### src/rtl/bsg_fsb_seq_pkg.sv
// Shared definitions for the FSB boot sequencer: command opcodes, the
// sequencer state encoding and the command-packet builder.
package bsg_fsb_seq_pkg;

    // Widest FSB packet the command builder can format.
    localparam int unsigned fsb_max_width_lp = 512;

    localparam logic [7:0] op_reset_on  = 8'h03;
    localparam logic [7:0] op_reset_off = 8'h04;
    localparam logic [7:0] op_enable    = 8'h01;

    typedef enum logic [2:0] {
        RST_ON  = 3'd0,
        HOLD    = 3'd1,
        RST_OFF = 3'd2,
        EN      = 3'd3,
        NEXT    = 3'd4,
        PASS    = 3'd5
    } seq_state_e;

    // Command packet: id in the top id_width bits, cmd bit just below,
    // opcode in the low byte, everything else zero.
    function automatic logic [fsb_max_width_lp-1:0] fsb_cmd_pkt(
        input int unsigned width,
        input int unsigned id_width,
        input logic [15:0] id,
        input logic [7:0]  opcode
    );
        logic [fsb_max_width_lp-1:0] id_mask;
        logic [fsb_max_width_lp-1:0] pkt;
        id_mask = (fsb_max_width_lp'(1) << id_width) - fsb_max_width_lp'(1);
        pkt = ((fsb_max_width_lp'(id) & id_mask) << (width - id_width))
            | (fsb_max_width_lp'(1) << (width - id_width - 1))
            | fsb_max_width_lp'(opcode);
        return pkt;
    endfunction

endpackage

### src/rtl/bsg_fsb_seq_cmd_gen.sv
// Command packet formatter and reset-hold counter for the boot sequencer.
// Ports:
//   clk_i, reset_n_i  clock and async active-low reset
//   state_i, idx_i    current sequencer state and node index
//   hold_clr_i        restart the hold count (RST_ON accepted)
//   hold_inc_i        count one hold cycle
//   pkt_o             formatted command packet for the current state/node
//   hold_last_o       final hold cycle reached
module bsg_fsb_seq_cmd_gen
    import bsg_fsb_seq_pkg::*;
#(
    parameter int unsigned width_p       = 16,
    parameter int unsigned id_width_p    = 4,
    parameter int unsigned idx_width_p   = 2,
    parameter int unsigned hold_cycles_p = 16
) (
    input  logic                   clk_i,
    input  logic                   reset_n_i,
    input  seq_state_e             state_i,
    input  logic [idx_width_p-1:0] idx_i,
    input  logic                   hold_clr_i,
    input  logic                   hold_inc_i,
    output logic [width_p-1:0]     pkt_o,
    output logic                   hold_last_o
);

    localparam int unsigned hold_width_lp = $clog2(hold_cycles_p + 1);

    logic [hold_width_lp-1:0] hold_cnt_q;
    logic [7:0]               opcode;

    // Opcode by state; non-command states carry a zero opcode.
    always_comb begin
        opcode = 8'h00;
        unique case (state_i)
            RST_ON:  opcode = op_reset_on;
            RST_OFF: opcode = op_reset_off;
            EN:      opcode = op_enable;
            default: opcode = 8'h00;
        endcase
    end

    assign pkt_o = width_p'(fsb_cmd_pkt(width_p, id_width_p, 16'(idx_i), opcode));

    // Hold counter; the counter width leaves room for the wrap-free final increment.
    always_ff @(posedge clk_i or negedge reset_n_i) begin
        if (!reset_n_i) begin
            hold_cnt_q <= '0;
        end else if (hold_clr_i) begin
            hold_cnt_q <= '0;
        end else if (hold_inc_i) begin
            hold_cnt_q <= hold_cnt_q + hold_width_lp'(1);
        end
    end

    assign hold_last_o = (hold_cnt_q == hold_width_lp'(hold_cycles_p - 1));

endmodule

### src/rtl/bsg_fsb_node_sequencer.sv
// Boot/re-boot controller between the assembler stream and the FSB input
// channel. Injects reset-on / hold / reset-off / optional enable commands per
// node, then becomes a pure passthrough for the assembler.
// Ports:
//   clk_i, reset_n_i          clock and async active-low reset
//   start_i                   restart the boot sequence (honoured in PASS only)
//   asm_v_i/asm_data_i/asm_yumi_o   assembler side
//   fsb_v_o/fsb_data_o/fsb_yumi_i   FSB side
//   node_reset_r_o, node_en_r_o     shadow per-node reset/enable
//   busy_o                    high while sequencing
module bsg_fsb_node_sequencer
    import bsg_fsb_seq_pkg::*;
#(
    parameter int unsigned         width_p       = 16,
    parameter int unsigned         nodes_p       = 4,
    parameter logic [nodes_p-1:0]  en_mask_p     = {nodes_p{1'b1}},
    parameter int unsigned         hold_cycles_p = 16,
    parameter int unsigned         id_width_p    = 4
) (
    input  logic               clk_i,
    input  logic               reset_n_i,
    input  logic               start_i,
    input  logic               asm_v_i,
    input  logic [width_p-1:0] asm_data_i,
    output logic               asm_yumi_o,
    output logic               fsb_v_o,
    output logic [width_p-1:0] fsb_data_o,
    input  logic               fsb_yumi_i,
    output logic [nodes_p-1:0] node_reset_r_o,
    output logic [nodes_p-1:0] node_en_r_o,
    output logic               busy_o
);

    localparam int unsigned idx_width_lp = (nodes_p > 1) ? $clog2(nodes_p) : 1;

    seq_state_e                state_q;
    logic [idx_width_lp-1:0]   idx_q;
    logic [nodes_p-1:0]        node_reset_q;
    logic [nodes_p-1:0]        node_en_q;
    logic [nodes_p-1:0]        idx_onehot;
    logic                      en_sel;
    logic [width_p-1:0]        cmd_pkt;
    logic                      hold_last;

    assign idx_onehot = nodes_p'(1) << idx_q;
    assign en_sel     = |(en_mask_p & idx_onehot);

    bsg_fsb_seq_cmd_gen #(
        .width_p       (width_p),
        .id_width_p    (id_width_p),
        .idx_width_p   (idx_width_lp),
        .hold_cycles_p (hold_cycles_p)
    ) u_cmd_gen (
        .clk_i       (clk_i),
        .reset_n_i   (reset_n_i),
        .state_i     (state_q),
        .idx_i       (idx_q),
        .hold_clr_i  ((state_q == RST_ON) && fsb_yumi_i),
        .hold_inc_i  (state_q == HOLD),
        .pkt_o       (cmd_pkt),
        .hold_last_o (hold_last)
    );

    // Sequencer FSM with shadow reset/enable registers.
    always_ff @(posedge clk_i or negedge reset_n_i) begin
        if (!reset_n_i) begin
            state_q      <= RST_ON;
            idx_q        <= '0;
            node_reset_q <= '1;
            node_en_q    <= '0;
        end else begin
            unique case (state_q)
                RST_ON: begin
                    if (fsb_yumi_i) state_q <= HOLD;
                end
                HOLD: begin
                    if (hold_last) state_q <= RST_OFF;
                end
                RST_OFF: begin
                    if (fsb_yumi_i) begin
                        node_reset_q <= node_reset_q & ~idx_onehot;
                        state_q      <= en_sel ? EN : NEXT;
                    end
                end
                EN: begin
                    if (fsb_yumi_i) begin
                        node_en_q <= node_en_q | idx_onehot;
                        state_q   <= NEXT;
                    end
                end
                NEXT: begin
                    if (idx_q == idx_width_lp'(nodes_p - 1)) begin
                        state_q <= PASS;
                    end else begin
                        idx_q   <= idx_q + idx_width_lp'(1);
                        state_q <= RST_ON;
                    end
                end
                PASS: begin
                    // A coincident passthrough handshake completes this cycle.
                    if (start_i) begin
                        state_q      <= RST_ON;
                        idx_q        <= '0;
                        node_reset_q <= '1;
                        node_en_q    <= '0;
                    end
                end
                default: state_q <= RST_ON;
            endcase
        end
    end

    // Channel mux; valid is gated by reset so nothing is offered while held in reset.
    always_comb begin
        fsb_v_o    = 1'b0;
        fsb_data_o = cmd_pkt;
        asm_yumi_o = 1'b0;
        unique case (state_q)
            RST_ON, RST_OFF, EN: fsb_v_o = reset_n_i;
            PASS: begin
                fsb_v_o    = asm_v_i;
                fsb_data_o = asm_data_i;
                asm_yumi_o = fsb_yumi_i;
            end
            default: fsb_v_o = 1'b0;
        endcase
    end

    assign node_reset_r_o = node_reset_q;
    assign node_en_r_o    = node_en_q;
    assign busy_o         = (state_q != PASS);

endmodule
### config.mk
export PLATFORM = sky130hd
export DESIGN_NAME = bsg_fsb_node_sequencer
export DESIGN_NICKNAME = d
export VERILOG_FILES = /design/src/rtl/bsg_fsb_seq_pkg.sv /design/src/rtl/bsg_fsb_seq_cmd_gen.sv /design/src/rtl/bsg_fsb_node_sequencer.sv
export SDC_FILE = /design/constraint.sdc
export NUM_CORES = 1
export LEC_CHECK = 0
export BUFFER_PORTS_ARGS = -buffer_cell sky130_fd_sc_hd__buf_2
export CORE_UTILIZATION = 50
export DETAILED_ROUTE_END_ITERATION = 10
export PLACE_DENSITY = 0.86
export SLEW_MARGIN = 20
export SYNTH_ARGS = -nofsm -noshare
export SYNTH_HDL_FRONTEND = slang
export SYNTH_HIERARCHICAL = 1
export SYNTH_SLANG_ARGS = --single-unit
### constraint.sdc
create_clock -name clk_i -period 2 [get_ports clk_i]
set_input_delay 0.1 -clock clk_i [delete_from_list [all_inputs] [get_ports clk_i]]
set_output_delay 0.1 -clock clk_i [all_outputs]
set_load 0.01 [all_outputs]
==> flow_metrics.env <==
export IMPL_drv_slew=0
export IMPL_cap_violations=0
export IMPL_die_w_um=54.8
export IMPL_synth_ff_type="dfrtp_1"
export IMPL_core_area_um2=2540
export IMPL_fp_row_count=18
export IMPL_yosysTopAreaCellShare=0.252
export IMPL_fmax_ghz=0.562
export IMPL_cts_root_buf="clkbuf_4"
export IMPL_num_vias=1123
export IMPL_power_density_nw_per_um2=795
export IMPL_worstReg2RegEnd="state_q[2]"
export IMPL_synthTopCellsByArea="dfrtp_1 25%, mux2_4 9.7%, dfstp_2 7.5%"
export IMPL_totalWireLength_um=2650
export IMPL_route_detailed_drc=0
export IMPL_grt_pass1_vias=995
export IMPL_whs_ps=156
export IMPL_ir_drop_mv=0.668
export IMPL_place_congestion=0.812
export IMPL_clk_path_buf_depth=2
export IMPL_cp_arrival_ps=1680
export IMPL_hold_viol_final=0
export IMPL_grt_pass1_wl_um=4170
export IMPL_r2r_slack_ps=250
export IMPL_setup_slack_ps=220
export IMPL_worst_path_largest_cell_delay_ps=500
export IMPL_dieArea_um2=3000
export IMPL_fill_cells=199
export IMPL_clock_latency_ps=300
export IMPL_netlist_area_um2=1390
export IMPL_p_leak_nw=0.882
export IMPL_path_cells="nand3b_1, buf_4, mux2_2, buf_2"
export IMPL_post_route_util=0.647
export IMPL_min_delay_start="fsb_yumi_i"
export IMPL_required_ps=1900
export IMPL_yosysMostFrequentCell="dfrtp_1"
export IMPL_ys_async_sr_fraction=1.00
export IMPL_swShare=0.356
export IMPL_place_area_um2=1600
export IMPL_areaGrowthSynthToFinish_pct=18.2
export IMPL_fin_crit_ps=1780
export IMPL_final_layout_size_suffix_gt1_frac=0.457
export IMPL_cts_buffers=3
export IMPL_r2r_start="idx_q[0]"
export IMPL_reg2reg_depth=5
export IMPL_setup_violations=0
export IMPL_outcome="completed"
export IMPL_final_area_um2=1650
export IMPL_drt_wirelength_per_cell_um=12.3
export IMPL_skew_ps=4.21
export IMPL_crit_type="register to output pin"
export IMPL_grt_usage=0.193
export IMPL_crit_path_max_fanout=13
export IMPL_p_int_mw=0.843
export IMPL_preCtsSetupSlack_ps=271
export IMPL_io_pins=48
export IMPL_endpoint="fsb_data_o[3]"
export IMPL_hold_class="input pin to register"
export IMPL_seqPwrFrac=0.395
export IMPL_postCtsSetupBuffers=0
export IMPL_crit_path_start="state_q[1]"
export IMPL_hpwlAfterDp_um=2060
export IMPL_critPathCaptureType="output pin"
export IMPL_power_net_switching_mw=0.466
export IMPL_synth_seq_cells=18
export IMPL_hold_path_depth=3
export IMPL_htree_levels=1
export IMPL_cts_clk_slew_worst_paths_ps=100
export IMPL_antenna_found_initial=0
export IMPL_io_buffers=47
export IMPL_final_period_utilization=0.890
export IMPL_critPathLaunchType="register"
export IMPL_cts_tree="built"
export IMPL_combPwrFrac=0.433
export IMPL_final_setup_tns_ps=0
export IMPL_grt_max_degree=20
export IMPL_fin_nets=214
export IMPL_dr_pass1_iters=4
export IMPL_pwr_share_clk=0.172
export IMPL_fp_dieH_um=54.8
export IMPL_yosysTopAreaCell="dfrtp_1"
export IMPL_synth_edf_count=0
export IMPL_synth_cell_type_count=43
export IMPL_synth_common_cells="14 x dfrtp_1, 13 x buf_4, 13 x nor2_1"
export IMPL_rsz0062_at_grt="false"
export IMPL_diodes=0
export IMPL_cp_slowest_cell="dfrtp_1"
export IMPL_drt_iter0_drc=12
export IMPL_ant_nets=0
export IMPL_clock_sinks=18
export IMPL_syn_area_per_cell_um2=10.1
export IMPL_initial_core_util=0.547
export IMPL_vias_per_cell=5.20
export IMPL_gr_total_overflow=0
export IMPL_yosysSeqAreaShare=0.327
export IMPL_synth_cells=138
export IMPL_ys_warn_count=6
==> kinds of logic after synthesis <==
| family | Yosys count | share of synthesized area |
|---|---|---|
| buf+inv | 27 | 0.128 |
| other cells | 2 | 0.00539 |
| simple gates | 35 | 0.151 |
| flops | 18 | 0.327 |
| fa+ha+maj | 6 | 0.0539 |
| compound gates | 30 | 0.154 |
| xor+xnor | 2 | 0.0126 |
| mux | 18 | 0.169 |
==> cells in the final DEF, fill, tap and decap left out, types with 2 or more instances in the layout <==
cell type	synthesis	final
nor2b_1	4	4
nor2_1	13	13
a2bb2oi_1	3	3
dfstp_2	4	4
nand2_1	4	4
nand3b_1	2	2
o2bb2ai_1	3	3
dfrtp_1	14	14
buf_2	4	47
mux2_4	9	9
a21o_1	2	2
clkbuf_4	0	3
o21ai_0	6	6
conb_1	2	11
inv_1	7	7
ha_1	6	6
buf_4	13	7
a21oi_1	7	7
mux2_2	8	8
==> metal layers <==
| metal | global-route usage | wire length [µm] | vias to the layer above |
|---|---|---|---|
| met4 | 0.0983 | 25 | 0 |
| met1 | 0.235 | 1140 | 518 |
| met5 | 0 | 0 | - |
| met3 | 0.0306 | 177 | 4 |
| li1 | - | - | 560 |
| met2 | 0.325 | 1310 | 41 |
==> per-stage QoR <==
step | std cells | power [mW]
after CTS | 216 | 1.32
after floorplan | 147 | 0.937
after global placement | 211 | 1.06
after global routing | 216 | 1.41
after detailed placement | 211 | 1.08
final | 216 | 1.31
==> layout make-up <==
cell class | count | area, µm² | area share
timing repair buffer | 55 | 298 | 0.181
inverter | 7 | 26.3 | 0.0160
clock buffer | 4 | 36.3 | 0.0220
sequential | 18 | 455 | 0.277
tap | 30 | 37.5 | 0.0228
multi-input combinational | 102 | 793 | 0.482
==> sequential cells by signal, summed over array words and instances (netlist names) <==
name	flops
idx_q	2
node_en_r_o	4
node_reset_r_o	4
state_q	3
u_cmd_gen/hold_cnt_q	5
==> worst min-delay path by stage <==
stage	endpoint	slack (ps)
6_report	state_q[1]	160
2_1_floorplan	idx_q[0]	-200
3_3_place_gp	u_cmd_gen/hold_cnt_q[1]	50
5_1_grt	state_q[1]	170
4_1_cts	state_q[1]	140
3_5_place_dp	u_cmd_gen/hold_cnt_q[3]	50
==> timing repair <==
item,in CTS,in global routing
endpoints found under the hold margin,14,0
resized for setup,0,0
hold buffers,1,0
==> power by group through the flow <==
stage          Clock (mW)  Combinational, mW  Sequential (mW)
2_1_floorplan           0              0.407            0.530
3_3_place_gp            0              0.541            0.519
3_5_place_dp            0              0.561            0.524
4_1_cts             0.231              0.568            0.517
5_1_grt             0.242              0.639            0.530
6_report            0.225              0.567            0.517
==> worst max-delay path, delay by kind of cell (launching register included) <==
family                 cells  cell delay (ps)
muxes                      1              360
and+or+nand+nor            1              170
buffers and inverters      2              360
DFF                        1              500
Power figures use the tool's default switching activity.
